===== src/rtl/fetch_pkg.sv =====
// Shared types and constants for the fetch stage and its F/D pipeline register.
package fetch_pkg;

  typedef enum logic [1:0] {
    FETCH   = 2'd0,
    BUF     = 2'd1,
    DISCARD = 2'd2
  } fetch_state_t;

  localparam logic [31:0] NOP_INSTR        = 32'h0000_0000;
  localparam logic [31:0] RESET_PC_DEFAULT = 32'h0000_0000;

endpackage


===== src/rtl/fd_pipe_reg.sv =====
// Fetch/Decode pipeline register: flush beats stall beats load; no load inserts a bubble.
module fd_pipe_reg
  import fetch_pkg::*;
#(
  parameter int W = 32
) (
  input  logic         clk,
  input  logic         reset_n,
  input  logic         flush,
  input  logic         stall,
  input  logic         load,
  input  logic [W-1:0] next_instr,
  output logic [W-1:0] instr,
  output logic         valid
);

  always_ff @(posedge clk or negedge reset_n) begin
    if (!reset_n) begin
      instr <= W'(NOP_INSTR);
      valid <= 1'b0;
    end else if (flush) begin
      instr <= W'(NOP_INSTR);
      valid <= 1'b0;
    end else if (!stall) begin
      if (load) begin
        instr <= next_instr;
        valid <= 1'b1;
      end else begin
        instr <= W'(NOP_INSTR);
        valid <= 1'b0;
      end
    end
  end

endmodule


===== src/rtl/fetch_stage.sv =====
// Fetch stage: owns PCF, talks to instruction memory, buffers words the pipeline cannot take.
// Optional performance counters are enabled with FETCH_PERF_EN.
module fetch_stage
  import fetch_pkg::*;
#(
  parameter int                DATA_W   = 32,
  parameter logic [DATA_W-1:0] RESET_PC = DATA_W'(RESET_PC_DEFAULT)
) (
  input  logic              clk,
  input  logic              reset_n,
  input  logic              StallF,
  input  logic              StallD,
  input  logic              FlushD,
  input  logic              BranchTakenE,
  input  logic [DATA_W-1:0] ALUResultE,
  input  logic              PCSrcW,
  input  logic [DATA_W-1:0] ResultW,
  output logic              imem_req,
  output logic [DATA_W-1:0] imem_addr,
  input  logic              imem_ready,
  input  logic [DATA_W-1:0] imem_rdata,
  output logic              ImemWaitF,
  output logic [DATA_W-1:0] InstrD,
  output logic [DATA_W-1:0] PCPlus8D,
  output logic              ValidD
`ifdef FETCH_PERF_EN
  ,
  output logic [31:0]       perf_wait_cycles,
  output logic [15:0]       perf_redirects
`endif
);

  fetch_state_t      state_reg, state_next;
  logic [DATA_W-1:0] pcf_reg, pcf_next;
  logic [DATA_W-1:0] buf_reg, buf_next;
  logic [DATA_W-1:0] stale_addr_reg, stale_addr_next;

  logic              avail, accept, redirect;
  logic [DATA_W-1:0] target, pc_plus4, instr_src;

  assign avail     = ((state_reg == FETCH) && imem_ready) || (state_reg == BUF);
  assign accept    = avail && !StallF && !StallD && !FlushD;
  assign redirect  = BranchTakenE || PCSrcW;
  assign target    = BranchTakenE ? ALUResultE : ResultW;
  assign pc_plus4  = pcf_reg + DATA_W'(4);
  assign instr_src = (state_reg == BUF) ? buf_reg : imem_rdata;

  // While discarding, the memory still owns the old address until it answers.
  assign imem_addr = (state_reg == DISCARD) ? stale_addr_reg : pcf_reg;
  assign imem_req  = reset_n && (state_reg != BUF);
  assign ImemWaitF = !avail;
  assign PCPlus8D  = pc_plus4;

  always_comb begin
    state_next      = state_reg;
    buf_next        = buf_reg;
    stale_addr_next = stale_addr_reg;
    unique case (state_reg)
      FETCH: begin
        if (redirect) begin
          if (!imem_ready) begin
            state_next      = DISCARD;
            stale_addr_next = pcf_reg;
          end
        end else if (imem_ready && !accept) begin
          state_next = BUF;
          buf_next   = imem_rdata;
        end
      end
      BUF: begin
        if (redirect || accept) state_next = FETCH;
      end
      DISCARD: begin
        if (imem_ready) state_next = FETCH;
      end
      default: state_next = FETCH;
    endcase
  end

  always_comb begin
    pcf_next = pcf_reg;
    if (redirect)    pcf_next = target;
    else if (accept) pcf_next = pc_plus4;
  end

  always_ff @(posedge clk or negedge reset_n) begin
    if (!reset_n) begin
      state_reg      <= FETCH;
      pcf_reg        <= RESET_PC;
      buf_reg        <= DATA_W'(NOP_INSTR);
      stale_addr_reg <= RESET_PC;
    end else begin
      state_reg      <= state_next;
      pcf_reg        <= pcf_next;
      buf_reg        <= buf_next;
      stale_addr_reg <= stale_addr_next;
    end
  end

  fd_pipe_reg #(
    .W(DATA_W)
  ) u_fd_pipe_reg (
    .clk       (clk),
    .reset_n   (reset_n),
    .flush     (FlushD),
    .stall     (StallD),
    .load      (accept),
    .next_instr(instr_src),
    .instr     (InstrD),
    .valid     (ValidD)
  );

`ifdef FETCH_PERF_EN
  // Both counters stick at all-ones rather than wrapping.
  always_ff @(posedge clk or negedge reset_n) begin
    if (!reset_n) begin
      perf_wait_cycles <= '0;
      perf_redirects   <= '0;
    end else begin
      if (!avail && (perf_wait_cycles != '1)) perf_wait_cycles <= perf_wait_cycles + 32'd1;
      if (redirect && (perf_redirects != '1)) perf_redirects <= perf_redirects + 16'd1;
    end
  end
`endif

endmodule


===== config.mk =====
export PLATFORM = sky130hd
export DESIGN_NAME = fetch_stage
export DESIGN_NICKNAME = d
export VERILOG_FILES = /design/src/rtl/fetch_pkg.sv /design/src/rtl/fd_pipe_reg.sv /design/src/rtl/fetch_stage.sv
export SDC_FILE = /design/constraint.sdc
export NUM_CORES = 1
export LEC_CHECK = 0
export ABC_CLOCK_PERIOD_IN_PS = 3030
export BUFFER_PORTS_ARGS = -buffer_cell sky130_fd_sc_hd__clkbuf_2
export CAP_MARGIN = 40
export CORE_AREA = 2 2 124 150
export DETAILED_ROUTE_END_ITERATION = 6
export DIE_AREA = 0 0 126 152
export PLACE_DENSITY = 0.66
export SLEW_MARGIN = 20
export SYNTH_ARGS = -nofsm -noshare
export SYNTH_HDL_FRONTEND = slang
export SYNTH_SLANG_ARGS = --single-unit

===== constraint.sdc =====
create_clock -name clk -period 3.03 [get_ports clk]
set_clock_uncertainty 0.1 [all_clocks]
set_input_delay 0.606 -clock clk [delete_from_list [all_inputs] [get_ports clk]]
set_output_delay 0.606 -clock clk [all_outputs]
set_load 0.01 [all_outputs]

* Word level (Yosys, flattened, before mapping)
Cells that the tools add are included.
** Storage, ports and cells
- Register bits :: 131
- Logic and storage cells :: 53
- Output and inout bits :: 99
** Operators by class
- Reductions and logical operators :: 19
- Mux-type cells :: 17
- Equality and inequality tests :: 8
- $add $sub $neg :: 1
- Bitwise operators :: 2
** Operators by type and width (count)
- $mux W32 :: 8
- $add A32 B3 Y32 const B :: 1
- $mux W2 :: 5
- $logic_and A1 B1 Y1 :: 6
- $ne A2 B1 Y1 const B :: 3
- $pmux W2 S3 :: 1
- $reduce_and A3 Y1 :: 2
- $logic_not A1 Y1 :: 5
- $reduce_and A4 Y1 :: 1
- $logic_or A1 B1 Y1 :: 3
- $mux W1 :: 3
- $ne A3 B2 Y1 const B :: 1
- $ne A3 B3 Y1 const B :: 1
- $eq A2 B1 Y1 const B :: 1
- $eq A2 B2 Y1 const B :: 1
- $logic_not A2 Y1 :: 1
- $ne A2 B2 Y1 const B :: 1
- $not A1 Y1 :: 2
- $reduce_bool A2 Y1 :: 1

* Logic depth before layout (Yosys ltp)
Gate-level depths: netlist of the first run.
- Word-level depth :: 11
- Depth in mapped cells :: 7
- Depth with buffers taken out :: 6

* Hierarchy
A second synthesis of the first run with hierarchy kept.
** Unflattened totals
- Cell total of the unflattened synthesis :: 625
- Area, all modules :: 7073.0 µm²
** Modules (own cells, without submodules)
- fetch_stage :: cells each 544, seq. area each 2452.4 µm², area each 5795.6 µm², times used 1
- fd_pipe_reg :: cells each 81, seq. area each 825.8 µm², area each 1277.5 µm², times used 1

* Worst setup path before layout of the first run
No wires, ideal clock.
- Kind :: register to output
- Start :: register pcf_reg[10]
- End :: output port PCPlus8D[23]
- Path slack :: 0.418 ns
- Cell stages (with the launch flop) :: 7
- Arrival :: 1.906 ns
- Buffers on the path :: 2
- Path through :: dfrtp_1 -> buf_2 -> nand4_4 -> or4_4 -> buf_6 -> or3_4 -> xnor2_1
** On the way
- Cells in the longest elaborated chain, start to end :: 1
** RTL lines
- start: declaration :: RTL line fetch_stage.sv:34 : logic [DATA_W-1:0] pcf_reg, pcf_next;
- start signal: assignment :: RTL line fetch_stage.sv:94 : pcf_reg <= pcf_next;
- $add A32 B3 Y32 :: RTL line fetch_stage.sv:45 : assign pc_plus4 = pcf_reg + DATA_W'(4);
- end: declaration :: RTL line fetch_stage.sv:24 : output logic [DATA_W-1:0] PCPlus8D,
No other way between the ends.

* Worst setup path in the final report of the first run
- Start :: register pcf_reg[2]
- End :: output port PCPlus8D[30]
Same word-level chain as after synthesis.

==> flow_summary_export.csv, run 1 <==
group,metric,value,unit
outcome,outcome,"complete, but fails checks",
outcome,violations,"negative setup slack",
power_and_ir_drop,power,5444,uW
logic_synthesis,synth-edff-count,0,
placed_design,gp_congestion,0.8402,
critical_path,cp_max_fo,4,
logic_synthesis,synth_area,6967,um^2
sta,relSlewSlack,0.4968,
power_and_ir_drop,p_per_area,595.9,nW/um^2
sta,max_freq,324.2,MHz
drt,drc,0,
floorplan,io_pins,203,
power_and_ir_drop,comb_power_share,0.220,
critical_path,endpoint_kind,"output pin",
clock_tree,cts_tree,"done",
clock_tree,cts_buffers,17,
placed_design,pre_cts_ws,133.5,ps
drt,ant_nets,0,
run,maxCapViolCount,0,
logic_synthesis,syn_inst,673,
power_and_ir_drop,clockPowerShare,0.373,
global_routing,grt_pass1_wl,32890,um
finish,synthToLayoutAreaGrowth,31.14,%
logic_synthesis,async_reset_ff_frac,1.000,
drt,wl_per_cell,18.59,um
floorplan,start_util,0.3906,
drt,drtIter0Drc,391,
logic_synthesis,ys_ff_latch,131,
clock_tree,clock_sinks,131,
logic_synthesis,synth_flop_cell,"dfrtp_1",
critical_path,crit_path_top_delay_cell,"or4_4",
finish,drive_above_1_share,0.4527,
finish,fin_util,0.5122,
floorplan,die_w,126,um
critical_path,worstPathCellList,"ha_2 -> nand4_1 -> or4_4 -> nor4_2 -> xor2_1 -> clkbuf_2",
logic_synthesis,syn-mean-instance-area,10.35,um^2
global_routing,grt_overflow,0,
sta,drv_slew,0,
clock_tree,clock_latency,420,ps
logic_synthesis,yosys.cell_types.count,55,
floorplan,fp.coreArea,17840,um^2
logic_synthesis,yosysWarnings,0,
critical_path,cpPeakStageDelay,450,ps
sta,min_period,3084,ps
floorplan,rows,54,
sta,worst_pin_slew,754.7,ps
critical_path,start_kind,"register",
clock_tree,clockRootBuffer,"clkbuf_16",
placed_design,dp_hpwl,14590,um
global_routing,grt_max_degree,132,
logic_synthesis,syn-num-nets,778,
floorplan,fp.dieH,152,um
placed_design,portBuffers,202,
clock_tree,cts_buffer_depth,2,
clock_tree,cts_hold_buf,0,
power_and_ir_drop,internal_power,3857,uW
critical_path,r2r-start,"state_reg[1]$_DFFE_PN0P_",
global_routing,antenna_found_initial,1,
finish,final_common_cell,"clkbuf_2",
sta,hold_viol_final,0,
power_and_ir_drop,peakVddDrop,313.8,uV
global_routing,first_global_vias,6109,
finish,fillers,1645,
global_routing,grtUsageTotal,0.2183,
power_and_ir_drop,p_leak,0.004358,uW
finish,final_cell_mix,"clkbuf_2 (198), dfrtp_1 (124), mux2_2 (85)",
critical_path,arrival,2380,ps
clock_tree,clkTransAtPathRegs,60,ps
power_and_ir_drop,p_sw_frac,0.2916,
finish,final_nets,992,
critical_path,crit_type,"reg2out",
sta,finalWorstSetupSlack,-54.32,ps
sta,setup_violations,2,
sta,period_share,1.018,
drt,firstDrtPassIters,5,
drt,via_count,6077,
drt,via_per_inst,5.407,
power_and_ir_drop,seqPwrFrac,0.407,
clock_tree,htreeDepth,4,
worst_hold_path,hp-class,"in2async",
critical_path,startpoint,"pcf_reg[2]$_DFFE_PN0P_",
floorplan,dieArea,19150,um^2
critical_path,critPathRequiredTime,2320,ps
logic_synthesis,seq_area_frac_synth,0.4705,
sta,holdWs,174.2,ps
sta,rsz0062_at_grt,"true",
drt,routed_wl,20900,um
power_and_ir_drop,p_switching,1588,uW
==> area by class of cell <==
cell class,count,area [um^2],area share
Timing Repair Buffer,250,1418,0.1552
Multi-Input combinational cell,478,3540,0.3874
Inverter,9,33.78,0.003698
Sequential cell,131,3287,0.3598
Tap cell,224,280.3,0.03068
Clock inverter,12,132.6,0.01452
Clock buffer,19,442.9,0.04848
Antenna cell,1,2.502,0.0002739
==> synthesized netlist by cell type, types with 3 or more instances <==
| cell type | instances | area [um^2] |
|---|---|---|
| dfrtp_1 | 131 | 3278 |
| mux2_2 | 85 | 957.2 |
| o21ai_0 | 75 | 375.4 |
| nand2_1 | 67 | 251.5 |
| nor2_1 | 37 | 138.9 |
| clkbuf_1 | 36 | 135.1 |
| mux2i_1 | 36 | 360.4 |
| xnor2_1 | 17 | 148.9 |
| nand3_1 | 15 | 75.07 |
| a21oi_1 | 14 | 70.07 |
| o22ai_1 | 12 | 75.07 |
| buf_2 | 11 | 55.05 |
| xor2_1 | 11 | 96.34 |
| nand4_1 | 9 | 56.30 |
| inv_1 | 8 | 30.03 |
| nor3_1 | 8 | 40.04 |
| o2bb2ai_1 | 8 | 70.07 |
| nor2b_1 | 6 | 37.54 |
| nor4_1 | 5 | 31.28 |
| o31ai_1 | 5 | 37.54 |
| a211oi_1 | 4 | 30.03 |
| a22o_1 | 4 | 35.03 |
| a31oi_1 | 4 | 25.02 |
| buf_1 | 4 | 15.01 |
| nand2b_1 | 4 | 25.02 |
| nor4_2 | 4 | 50.05 |
| a221o_1 | 3 | 30.03 |
| a221oi_1 | 3 | 26.28 |
| a22oi_1 | 3 | 22.52 |
| and2_1 | 3 | 18.77 |
| and3_1 | 3 | 18.77 |
| buf_4 | 3 | 22.52 |
| nand3b_1 | 3 | 22.52 |
| or2_2 | 3 | 18.77 |
| or4_1 | 3 | 22.52 |
==> metrics by stage <==
step,area (um^2),setup TNS (ps),std cells
final,9136,-98.14,1124
after CTS,9071,-224.6,1117
after detailed placement,8332,0,1078
after global placement,8332,0,1078
after global routing,9134,-259.0,1123
after floorplan,6967,0,673
==> final timing paths <==
check,to,slack [ps],cells past startpoint
hold reg to reg,u_fd_pipe_reg.instr[18]$_DFFE_PN0P_,380,2
setup / recovery,PCPlus8D[30],-50,6
max in group asynchronous,pcf_reg[18]$_DFFE_PN0P_,2020,2
setup reg to reg,pcf_reg[23]$_DFFE_PN0P_,760,5
min in group clk,state_reg[1]$_DFFE_PN0P_,290,2
hold / removal,buf_reg[8]$_DFFE_PN0P_,170,2
==> cell families after synthesis <==
kind of cell,count (synthesis),synth area share
simple gates,179,0.1306
buf+inv,64,0.03915
fa+ha+maj,1,0.001796
compound gates,148,0.1313
xor+xnor,29,0.03754
mux,121,0.1891
flops,131,0.4705
==> critical path: cells and delay by family, from the launching register on <==
family | cells | cell delay, ps
xor+xnor | 1 | 330
flops | 1 | 400
fa+ha+maj | 1 | 200
simple gates | 3 | 830
buf+inv | 1 | 200
==> what timing repair did <==
item                                    4_1_cts  5_1_grt
buffers inserted                              8        6
pin swaps                                     8        7
gates resized for setup                      21        8
endpoints found under the setup margin        9       12
==> per-layer routing <==
| layer | routed length, um | GRT usage | vias to the layer above |
|---|---|---|---|
| li1 | - | - | 2850 |
| met1 | 8373 | 0.2651 | 2972 |
| met2 | 10310 | 0.3643 | 224 |
| met3 | 1746 | 0.07359 | 31 |
| met4 | 468 | 0.07221 | 0 |
| met5 | 0 | 0 | - |
==> power by group through the flow <==
stage	logic (uW)	clock network (uW)	registers [uW]
after floorplan	729	0	2180
after global placement	1140	0	2230
after detailed placement	1150	0	2250
after CTS	1190	2080	2210
after global routing	1310	2150	2250
final	1200	2030	2220
Note: power is estimated with default switching activity, not from simulation.
==> inputs of run 2 (changes only) <==
--- a/config.mk
+++ b/config.mk
@@ -6,12 +6,12 @@
 export NUM_CORES = 1
 export LEC_CHECK = 0
 export ABC_CLOCK_PERIOD_IN_PS = 3030
-export BUFFER_PORTS_ARGS = -buffer_cell sky130_fd_sc_hd__clkbuf_2
+export BUFFER_PORTS_ARGS = -buffer_cell sky130_fd_sc_hd__buf_4
 export CAP_MARGIN = 40
-export CORE_AREA = 2 2 124 150
+export CORE_AREA = 2 2 143 172
 export DETAILED_ROUTE_END_ITERATION = 6
-export DIE_AREA = 0 0 126 152
-export PLACE_DENSITY = 0.66
+export DIE_AREA = 0 0 145 174
+export PLACE_DENSITY = 0.54
 export SLEW_MARGIN = 20
 export SYNTH_ARGS = -nofsm -noshare
 export SYNTH_HDL_FRONTEND = slang
==> run 2 against run 1 <==
The run now ends clean. Global-route usage down 3.8 points. Largest cell class unchanged. Design area grew 6.8%. Setup slack better by 65 ps. Critical path type unchanged.
==> flow_summary_export.csv, run 2 (synthesized netlist as in run 1, its figures left out) <==
group,metric,value,unit
global_routing,grt_pass1_wl,35580,um
sta,period_share,0.9966,
floorplan,dieArea,25230,um^2
critical_path,start_kind,"register",
drt,wl_per_cell,18.70,um
sta,drv_slew,0,
finish,fillers,2399,
drt,via_per_inst,4.935,
finish,final_common_cell,"buf_4",
finish,fin_area,9756,um^2
floorplan,start_util,0.2944,
finish,final_nets,992,
clock_tree,htreeDepth,4,
critical_path,endpoint_kind,"output pin",
clock_tree,clockRootBuffer,"clkbuf_16",
power_and_ir_drop,peakVddDrop,368.4,uV
critical_path,crit_path_top_delay_cell,"or4_4",
placed_design,portBuffers,202,
floorplan,die_w,145,um
placed_design,gp_congestion,0.7657,
global_routing,grt_max_degree,132,
placed_design,post_dp_cell_area,8995,um^2
critical_path,worstPathCellList,"nand4_4 -> or4_4 -> or3_4 -> xnor2_2 -> buf_4",
sta,worst_pin_slew,821.6,ps
power_and_ir_drop,power,5571,uW
clock_tree,clock_sinks,131,
global_routing,grtUsageTotal,0.1806,
sta,fin_tns_setup,0,ps
sta,min_period,3020,ps
power_and_ir_drop,p_leak,0.004495,uW
critical_path,cpPeakStageDelay,610,ps
sta,rsz0062_at_grt,"true",
floorplan,fp.dieH,174,um
drt,drtIter0Drc,274,
clock_tree,cts_buffers,17,
drt,m1WireLength,9471,um
critical_path,crit_buf_inv,1,
drt,routed-wl-met2,11260,um
clock_tree,cts_tree,"done",
finish,final_cell_mix,"buf_4 (243), dfrtp_1 (125), mux2_2 (85)",
placed_design,dp_hpwl,15940,um
drt,routed_wl,22820,um
drt,wl_met3,1881,um
drt,via_count,6021,
finish,synthToLayoutAreaGrowth,40.03,%
sta,relSlewSlack,0.4522,
critical_path,cpLargestDelayFamily,"simple AND/OR/NAND/NOR gates",
floorplan,rows,62,
clock_tree,clkTransAtPathRegs,60,ps
sta,holdWs,130.9,ps
global_routing,first_global_vias,6088,
floorplan,io_pins,203,
global_routing,antenna_found_initial,0,
critical_path,crit_type,"reg2out",
finish,diodes,0,
sta,max_freq,331.2,MHz
drt,top_layer,"met4",
critical_path,critPathRequiredTime,2320,ps
power_and_ir_drop,p_per_area,571.1,nW/um^2
run,maxCapViolCount,0,
clock_tree,cts_buffer_depth,2,
floorplan,fp.coreArea,23660,um^2
global_routing,grt_overflow,0,
critical_path,arrival,2310,ps
worst_hold_path,hp-class,"in2async",
outcome,outcome,"finished, final reports clean",
drt,firstDrtPassIters,6,
critical_path,cp_max_fo,8,
clock_tree,clock_latency,420,ps
sta,hold_viol_final,0,
drt,ant_nets,0,
sta,setup_violations,0,
finish,drive_above_1_share,0.4500,
drt,drc,0,
clock_tree,cts_hold_buf,0,
finish,fin_util,0.4123,
run 2: cell count changes in the layout (fill, tap and decap cells not counted), sizes merged:
cell / before / now
diode: 1 / 0
bufinv: 2 / 1
inv: 10 / 11
clkinv: 6 / 8
buf: 52 / 250
clkbuf: 217 / 19
clkinvlp: 3 / 2
run 2: stage by stage:
step	setup slack, ps	std cells
global route	-91.86	1220
global placement	256.9	1176
floorplan	418.0	673
finish	10.42	1220
detailed placement	239.1	1176
CTS	-19.25	1212
run 2: layer usage:
metal | track usage | up-vias
met3 | 0.06194 | 15
met2 | 0.3032 | 190
met5 | 0 | -
met1 | 0.2226 | 2963
met4 | 0.04662 | 0
li1 | - | 2853
run 2: cell type report:
| class | instances | area (um^2) | area share |
|---|---|---|---|
| timing repair buffer | 250 | 1947 | 0.1996 |
| clock inverter | 13 | 128.9 | 0.01321 |
| tap | 320 | 400.4 | 0.04104 |
| inverter | 9 | 33.78 | 0.003463 |
| sequential | 131 | 3286 | 0.3368 |
| multi-input combinational | 478 | 3517 | 0.3605 |
| clock buffer | 19 | 442.9 | 0.04540 |
run 2: worst paths after layout:
kind / startpoint / cells past startpoint / end / slack (ps)
worst min-delay path: reset_n / 2 / buf_reg[18]$_DFFE_PN0P_ / 130
max in group asynchronous: reset_n / 2 / u_fd_pipe_reg.instr[12]$_DFFE_PN0P_ / 2000
worst max register to register: state_reg[0]$_DFFE_PN0P_ / 5 / pcf_reg[23]$_DFFE_PN0P_ / 520
worst min register to register: u_fd_pipe_reg.instr[25]$_DFFE_PN0P_ / 2 / u_fd_pipe_reg.instr[25]$_DFFE_PN0P_ / 380
min in group clk: imem_ready / 2 / state_reg[1]$_DFFE_PN0P_ / 270
worst max-delay path: pcf_reg[11]$_DFFE_PN0P_ / 5 / PCPlus8D[23] / 10
run 2: repair_timing:
item | in CTS | in global routing
cloned | 0 | 0
endpoints found under the setup margin | 12 | 10
hold endpoints to repair | 0 | 0
gates resized for setup | 10 | 12
pin swaps | 1 | 2
setup buffers | 4 | 8
run 2: where the power goes:
part / switching, uW / internal, uW / leakage (uW) / total, uW
registers: 164 / 2040 / 0.00158 / 2200
clock network: 856 / 1160 / 0.000275 / 2020
logic: 630 / 721 / 0.00264 / 1350
total: 1650 / 3920 / 0.00450 / 5570
